--- src/rtl/flash_read_arbiter_if.sv ---
// Avalon-MM read-only bus between the arbiter (master) and the flash controller (slave).
// The slave accepts a read on a clock edge where flash_mem_read=1 and flash_mem_waitrequest=0; the word
// returns later as a one-cycle flash_mem_readdatavalid beat with flash_mem_readdata.
interface flash_read_arbiter_if #(
  parameter int ADDR_W = 23,
  parameter int DATA_W = 32
);
  logic              flash_mem_read;
  logic [ADDR_W-1:0] flash_mem_address;
  logic [3:0]        flash_mem_byteenable;
  logic              flash_mem_waitrequest;
  logic [DATA_W-1:0] flash_mem_readdata;
  logic              flash_mem_readdatavalid;

  modport master (
    output flash_mem_read, flash_mem_address, flash_mem_byteenable,
    input  flash_mem_waitrequest, flash_mem_readdata, flash_mem_readdatavalid
  );

  modport slave (
    input  flash_mem_read, flash_mem_address, flash_mem_byteenable,
    output flash_mem_waitrequest, flash_mem_readdata, flash_mem_readdatavalid
  );
endinterface

--- src/rtl/flash_read_arbiter.sv ---
// Round-robin arbiter sharing one Avalon-MM flash read port between two word-read requesters,
// with a watchdog that answers 32'hDEAD_BEEF when the flash never returns data.
module flash_read_arbiter #(
  parameter int ADDR_W         = 23,
  parameter int DATA_W         = 32,
  parameter int TIMEOUT_CYCLES = 1024
) (
  input  logic              clk,
  input  logic              rst_n,
  input  logic              r0_req,
  input  logic [ADDR_W-1:0] r0_addr,
  output logic              r0_rvalid,
  output logic [DATA_W-1:0] r0_rdata,
  input  logic              r1_req,
  input  logic [ADDR_W-1:0] r1_addr,
  output logic              r1_rvalid,
  output logic [DATA_W-1:0] r1_rdata,
  output logic              owner,
  output logic              timeout_err,
  output logic [1:0]        dbg_state,
  flash_read_arbiter_if.master flash
);

  localparam int WD_W = $clog2(TIMEOUT_CYCLES) + 1;
  localparam logic [DATA_W-1:0] DEAD_WORD = DATA_W'(32'hDEAD_BEEF);

  typedef enum logic [1:0] {IDLE = 2'd0, ISSUE = 2'd1, WAIT = 2'd2, RESP = 2'd3} state_t;

  state_t            state, state_n;
  logic              read_q, read_n;
  logic [ADDR_W-1:0] addr_q, addr_n;
  logic              rv0_n, rv1_n;
  logic [DATA_W-1:0] rd0_n, rd1_n;
  logic              owner_n, last_owner, last_n;
  logic              terr_n;
  logic [WD_W-1:0]   wdog, wdog_n;
  logic              gnt;

  assign flash.flash_mem_read       = read_q;
  assign flash.flash_mem_address    = addr_q;
  assign flash.flash_mem_byteenable = 4'b1111;
  assign dbg_state                  = state;

  always_comb begin
    state_n = state;
    read_n  = read_q;
    addr_n  = addr_q;
    rv0_n   = 1'b0;
    rv1_n   = 1'b0;
    rd0_n   = r0_rdata;
    rd1_n   = r1_rdata;
    owner_n = owner;
    last_n  = last_owner;
    terr_n  = timeout_err;
    wdog_n  = wdog;
    gnt     = 1'b0;
    case (state)
      IDLE: begin
        if (r0_req || r1_req) begin
          // On a tie the port that did not own the previous transaction wins.
          gnt     = (r0_req && r1_req) ? ~last_owner : r1_req;
          owner_n = gnt;
          last_n  = gnt;
          read_n  = 1'b1;
          addr_n  = gnt ? r1_addr : r0_addr;
          state_n = ISSUE;
        end
      end
      ISSUE: begin
        if (!flash.flash_mem_waitrequest) begin
          read_n  = 1'b0;
          wdog_n  = '0;
          state_n = WAIT;
        end
      end
      WAIT: begin
        if (flash.flash_mem_readdatavalid) begin
          if (owner) begin
            rd1_n = flash.flash_mem_readdata;
            rv1_n = 1'b1;
          end else begin
            rd0_n = flash.flash_mem_readdata;
            rv0_n = 1'b1;
          end
          state_n = RESP;
        end else if (wdog == WD_W'(TIMEOUT_CYCLES - 1)) begin
          terr_n = 1'b1;
          if (owner) begin
            rd1_n = DEAD_WORD;
            rv1_n = 1'b1;
          end else begin
            rd0_n = DEAD_WORD;
            rv0_n = 1'b1;
          end
          state_n = RESP;
        end else begin
          wdog_n = wdog + WD_W'(1);
        end
      end
      RESP: begin
        state_n = IDLE;
      end
      default: begin
        state_n = IDLE;
      end
    endcase
  end

  always_ff @(posedge clk or negedge rst_n) begin
    if (!rst_n) begin
      state       <= IDLE;
      read_q      <= 1'b0;
      addr_q      <= '0;
      r0_rvalid   <= 1'b0;
      r1_rvalid   <= 1'b0;
      r0_rdata    <= '0;
      r1_rdata    <= '0;
      owner       <= 1'b0;
      last_owner  <= 1'b1;
      timeout_err <= 1'b0;
      wdog        <= '0;
    end else begin
      state       <= state_n;
      read_q      <= read_n;
      addr_q      <= addr_n;
      r0_rvalid   <= rv0_n;
      r1_rvalid   <= rv1_n;
      r0_rdata    <= rd0_n;
      r1_rdata    <= rd1_n;
      owner       <= owner_n;
      last_owner  <= last_n;
      timeout_err <= terr_n;
      wdog        <= wdog_n;
    end
  end

endmodule

--- src/flat_wrapper.sv ---
// flat-port wrapper written by rule: the top's interface ports become plain ports
module flash_read_arbiter_flat 
#(
  parameter int ADDR_W         = 23,
  parameter int DATA_W         = 32,
  parameter int TIMEOUT_CYCLES = 1024
)
  (clk, rst_n, r0_req, r0_addr, r0_rvalid, r0_rdata, r1_req, r1_addr, r1_rvalid, r1_rdata, owner, timeout_err, dbg_state, flash_flash_mem_read, flash_flash_mem_address, flash_flash_mem_byteenable, flash_flash_mem_waitrequest, flash_flash_mem_readdata, flash_flash_mem_readdatavalid);
  flash_read_arbiter_if #(.ADDR_W(ADDR_W), .DATA_W(DATA_W)) flash_i ();
  input  logic clk;
  input  logic rst_n;
  input  logic r0_req;
  input  logic [ADDR_W-1:0] r0_addr;
  output logic r0_rvalid;
  output logic [DATA_W-1:0] r0_rdata;
  input  logic r1_req;
  input  logic [ADDR_W-1:0] r1_addr;
  output logic r1_rvalid;
  output logic [DATA_W-1:0] r1_rdata;
  output logic owner;
  output logic timeout_err;
  output logic [1:0] dbg_state;
  output wire logic [$bits(flash_i.flash_mem_read)-1:0] flash_flash_mem_read;
  output wire logic [$bits(flash_i.flash_mem_address)-1:0] flash_flash_mem_address;
  output wire logic [$bits(flash_i.flash_mem_byteenable)-1:0] flash_flash_mem_byteenable;
  input wire logic [$bits(flash_i.flash_mem_waitrequest)-1:0] flash_flash_mem_waitrequest;
  input wire logic [$bits(flash_i.flash_mem_readdata)-1:0] flash_flash_mem_readdata;
  input wire logic [$bits(flash_i.flash_mem_readdatavalid)-1:0] flash_flash_mem_readdatavalid;
  assign flash_flash_mem_read = flash_i.flash_mem_read;
  assign flash_flash_mem_address = flash_i.flash_mem_address;
  assign flash_flash_mem_byteenable = flash_i.flash_mem_byteenable;
  assign flash_i.flash_mem_waitrequest = flash_flash_mem_waitrequest;
  assign flash_i.flash_mem_readdata = flash_flash_mem_readdata;
  assign flash_i.flash_mem_readdatavalid = flash_flash_mem_readdatavalid;
  flash_read_arbiter #(.ADDR_W(ADDR_W), .DATA_W(DATA_W), .TIMEOUT_CYCLES(TIMEOUT_CYCLES)) u_core (.clk(clk), .rst_n(rst_n), .r0_req(r0_req), .r0_addr(r0_addr), .r0_rvalid(r0_rvalid), .r0_rdata(r0_rdata), .r1_req(r1_req), .r1_addr(r1_addr), .r1_rvalid(r1_rvalid), .r1_rdata(r1_rdata), .owner(owner), .timeout_err(timeout_err), .dbg_state(dbg_state), .flash(flash_i));
endmodule
--- config.mk ---
export PLATFORM = sky130hd
export DESIGN_NAME = flash_read_arbiter_flat
export DESIGN_NICKNAME = d
export VERILOG_FILES = /design/src/rtl/flash_read_arbiter_if.sv /design/src/rtl/flash_read_arbiter.sv /design/src/flat_wrapper.sv
export SDC_FILE = /design/constraint.sdc
export NUM_CORES = 1
export LEC_CHECK = 0
export BUFFER_PORTS_ARGS = -buffer_cell sky130_fd_sc_hd__buf_2
export CAP_MARGIN = 30
export CORE_MARGIN = 3
export CORE_UTILIZATION = 31
export DETAILED_ROUTE_END_ITERATION = 7
export PLACE_DENSITY_LB_ADDON = 0.12
export RECOVER_POWER = 50
export SETUP_SLACK_MARGIN = 0.05
export SYNTH_ARGS = -nofsm -noshare
export SYNTH_HDL_FRONTEND = slang
export SYNTH_SLANG_ARGS = --single-unit
--- constraint.sdc ---
create_clock -name clk -period 1.64 [get_ports clk]
set_input_delay 0.164 -clock clk [delete_from_list [all_inputs] [get_ports clk]]
set_output_delay 0.164 -clock clk [all_outputs]
set_load 0.05 [all_outputs]
==> results.md <==
- The flow ran to the end, and the final reports show no timing, DRC or antenna violations.
- The worst setup slack before clock tree synthesis is -45.6 ps.
- The clock arrives with 6.89 ps of skew.
- The clock passes through at most 2 buffers.
- In the final timing run, aggregate negative setup slack is 0 ps.
- The top cell type by total area after synthesis is sky130_fd_sc_hd__dfrtp_1.
- Row generation in the floorplan step produced 43 rows.
- The synthesized area is 4550 sq um.
- The starting utilization of the core area is 32.3%.
- The proportion of synthesized chip area in sequential cells is 58.3%.
- STA puts the critical path data arrival time at 1810 ps.
- The multi-input combinational cell area is 1850 sq um.
- The net switching power is 7.66 mW.
- In this run, the combinational gates consume 56.2% of the power.
- Clock latency on the worst-skew pair, taken at its later pin, is 350 ps.
- The register area is 2660 sq um.
- Internal power comes to 7.48 mW.
- The I/O pin total is 182.
- The share of the core filled with cells in the final layout is 44.8%.
- The count of antenna diodes in the layout is 0.
- For the finished layout, the period the worst path requires is 1580 ps.
- At the end of the flow, the number of nets in the layout was 666.
- The post-route netlist has 42.5% of its cells at a drive strength greater than 1.
- The total global-route track usage is 15.1%.
- The first global-routing pass estimated 19300 um of wire.
- In this run, flip-flops and latches consume 29.9% of the power.
- The synthesis-stage register bit count is 106.
- The tree is rooted in a sky130_fd_sc_hd__clkbuf_16.
- The type of the tightest min-delay check is input pin to flip-flop.
- The via count of the first global-routing pass came to 3755.
- Setup slack on the critical path of the routed design comes to 58.3 ps.
- The flip-flop cell with the highest count after synthesis is sky130_fd_sc_hd__dfrtp_1.
- The number of antenna violations at the first check in global routing is 0.
- The maximum vdd ir drop is 0.000892 V.
- The switching fraction of total power is 50.6%.
- The tool flagged a number of max-cap violations equal to 0.
- The number of different library cells used by synthesis comes to 57.
- The measured slew at the worst slew-check pin is 776 ps.
- STA puts the critical path data required time at 1870 ps.
- After detailed routing, the number of vias per cell comes to 4.88.
- The final cycle utilization of the critical path is 96.4%.
- The signed area change from the synthesized netlist to the final layout is 38.9%.
- The H-tree generated during clock tree synthesis spans 3 levels.
- The count of endpoints failing hold in the final timing report is 0.
- The clock transition time at the flip-flop clock pins of the worst setup and hold paths is 60 ps.
- The layout has 1362 filler cells.
- The TritonCTS clock tree is done.
- Dividing the detail-routed wire length by the instance count gives 16.3 um.
- The share of synthesized area in the top cell type comes to 57.8%.
- By area the synthesized netlist is led by sky130_fd_sc_hd__dfrtp_1, sky130_fd_sc_hd__o22a_1, sky130_fd_sc_hd__mux2i_1.
- The wire-length estimate of the detail-placed layout is 9050 um.
- Setup repair after global routing could not meet its margin everywhere.
- The first detailed-routing pass took 6 iterations.
- In this run the static leakage power is 2.93 nW.
- The floorplan step defined a die boundary enclosing 16200 sq um.
- The normalized max-slew margin is 48.2%.
- Of all nets on the critical path, the largest fanout is 7.
- The share of flip-flops with an asynchronous set or reset is 100%.
- The number of pins with negative max-slew slack in the final report was 0.
- The synthesized design contains 0 enable-type register cells.
- The achievable clock frequency is 632 MHz.
- The detailed router placed 3717 vias in this run.
- Buffers inserted during clock tree synthesis total 9.
- The count of input and output buffers is 177.
- Entering global routing, the biggest net connects 41 pins.
- The number of warning messages in the yosys log is 0.
- Averaged over all synthesized cells, the footprint is 12.3 sq um.
- The routed wire length is 12400 um.
- In this run the vertical extent of the chip is 127 um.
- The floorplan step set the die width to 127 um.
- The worst setup path is launched from a flip-flop.
- The number of DRC markers in iteration 0 is 125.
- The placeable core region is 14100 sq um.
- Setup violations remaining at the end of the flow were counted as 0.
- The power density relative to cell area is 2400 nW/um^2.
- CTS saw 106 sinks.
- In the routed design, unresolved DRC markers number 0.
- The detail route stage leaves a number of antenna-violating nets equal to 0.
- The remaining global-route overflow is 0.
- The final weighted congestion of routability-driven global placement is 0.784.
- The final total power is 15.1 mW.
- The category of the worst setup path capture point is a flip-flop.
- The kind of critical path is flip-flop to flip-flop.
- The number of instances in the synthesized netlist is 369.
- The clock network burns 13.9% of the power.
-- metrics by stage --
| step | hold slack, ps | instances | area (sq um) |
|---|---|---|---|
| after CTS | 23.2 | 758 | 6320 |
| after detailed placement | 138 | 737 | 5950 |
| after global routing | 20.1 | 761 | 6320 |
| final | 42.5 | 761 | 6320 |
| after floorplan | -132 | 372 | 4700 |
| after global placement | 132 | 737 | 5950 |
-- timing repair --
item                       4_1_cts  5_1_grt
hold endpoints to repair        23        0
hold buffers                     1        0
gates resized for setup          7       13
gates cloned                     1        1
setup endpoints to repair       63       86
pin swaps                        1        5
buffers inserted                 5        2
-- synth_stat cells, types with 2 or more instances --
cell type and number:
sky130_fd_sc_hd__o211ai_1 6, sky130_fd_sc_hd__o21ai_0 31, sky130_fd_sc_hd__nand2b_1 4, sky130_fd_sc_hd__nand2_1 27
sky130_fd_sc_hd__o22a_1 43, sky130_fd_sc_hd__nor2_1 4, sky130_fd_sc_hd__dfrtp_1 105, sky130_fd_sc_hd__a22o_2 8
sky130_fd_sc_hd__and3_1 2, sky130_fd_sc_hd__nand3b_1 3, sky130_fd_sc_hd__a21oi_1 7, sky130_fd_sc_hd__nand3_1 7
sky130_fd_sc_hd__buf_4 6, sky130_fd_sc_hd__a31oi_1 3, sky130_fd_sc_hd__buf_2 4, sky130_fd_sc_hd__mux2i_1 24
sky130_fd_sc_hd__nor3_1 3, sky130_fd_sc_hd__buf_6 2, sky130_fd_sc_hd__clkbuf_1 12, sky130_fd_sc_hd__o21a_1 2
sky130_fd_sc_hd__nor4_1 2, sky130_fd_sc_hd__ha_1 4, sky130_fd_sc_hd__a22o_1 9, sky130_fd_sc_hd__o22a_2 5
sky130_fd_sc_hd__and2_1 2, sky130_fd_sc_hd__inv_1 12, sky130_fd_sc_hd__buf_8 2
-- flip-flops by register name, indices dropped and copies added (netlist names) --
register,flops
u_core.dbg_state,2
u_core.flash.flash_mem_address,23
u_core.flash.flash_mem_read,1
u_core.last_owner,1
u_core.owner,1
u_core.r0_rdata,32
u_core.r0_rvalid,1
u_core.r1_rdata,32
u_core.r1_rvalid,1
u_core.timeout_err,1
u_core.wdog,11
-- critical path, cell delays in order (launching register included) --
cell and delay [ps]:
sky130_fd_sc_hd__dfrtp_2 420, sky130_fd_sc_hd__buf_6 130, sky130_fd_sc_hd__ha_4 160, sky130_fd_sc_hd__and2_4 170
sky130_fd_sc_hd__a21oi_4 120, sky130_fd_sc_hd__o21a_1 180, sky130_fd_sc_hd__mux2_4 300
-- layer usage --
metal	GRT usage (%)	wire length, um
met1	18.9	5310
met2	25.3	6090
met3	4.68	825
met4	4.29	150
met5	0	0
-- path summary, 6_finish.rpt --
kind | from | endpoint | slack [ps] | depth (start not counted)
setup / recovery | u_core.dbg_state[0] | u_core.dbg_state[1] | 60 | 6
hold / removal | r0_req | u_core.last_owner | 40 | 2
setup reg to reg | u_core.dbg_state[0] | u_core.dbg_state[1] | 60 | 6
hold reg to reg | u_core.flash.flash_mem_address[3] | u_core.flash.flash_mem_address[3] | 480 | 2
max in group asynchronous | rst_n | u_core.r0_rdata[21] | 230 | 3
min in group asynchronous | rst_n | u_core.r0_rdata[9] | 430 | 2
-- cell usage in the layout, fill, tap and decap left out, drive strengths merged, types with 2 or more instances in the layout --
master,instances
nand3b,4
nor4,2
nor3,3
nand2,28
mux2i,24
a21oi,7
o21a,2
or4,2
a22o,17
ha,4
nand2b,4
o211ai,6
a31oi,3
and2,2
nand3,10
clkbuf,50
buf,178
nor2,4
conb,4
o22a,48
o21ai,31
dfrtp,105
nand4,2
inv,16
clkinv,2
and3,2
-- power by group through the flow --
| stage | Clock (mW) | Sequential (mW) | Combinational [mW] |
|---|---|---|---|
| after global placement | 0 | 4.53 | 8.43 |
| after floorplan | 0 | 8.39 | 2.41 |
| after detailed placement | 0 | 4.55 | 8.51 |
| final | 2.11 | 4.52 | 8.51 |
| after global routing | 2.30 | 4.69 | 9.01 |
| after CTS | 2.21 | 4.52 | 8.62 |
-- kinds of logic after synthesis --
logic type	count (synthesis)	synth area share, %
compound gates	125	21.2
mux	25	5.53
flops	106	58.3
fa+ha+maj	4	1.10
simple gates	68	8.91
other cells	1	0.0824
buf+inv	40	4.87
-- layout make-up --
type                            instances  area share [%]
Sequential cell                       106            42.1
Multi-Input combinational cell        227            29.3
Timing Repair Buffer                  219            19.3
Clock buffer                           10            3.62
Tap cell                              180            3.56
Inverter                               14            1.23
Clock inverter                          4           0.832
Timing Repair inverter                  1           0.139
No activity file was read; power rests on OpenSTA's default activity.
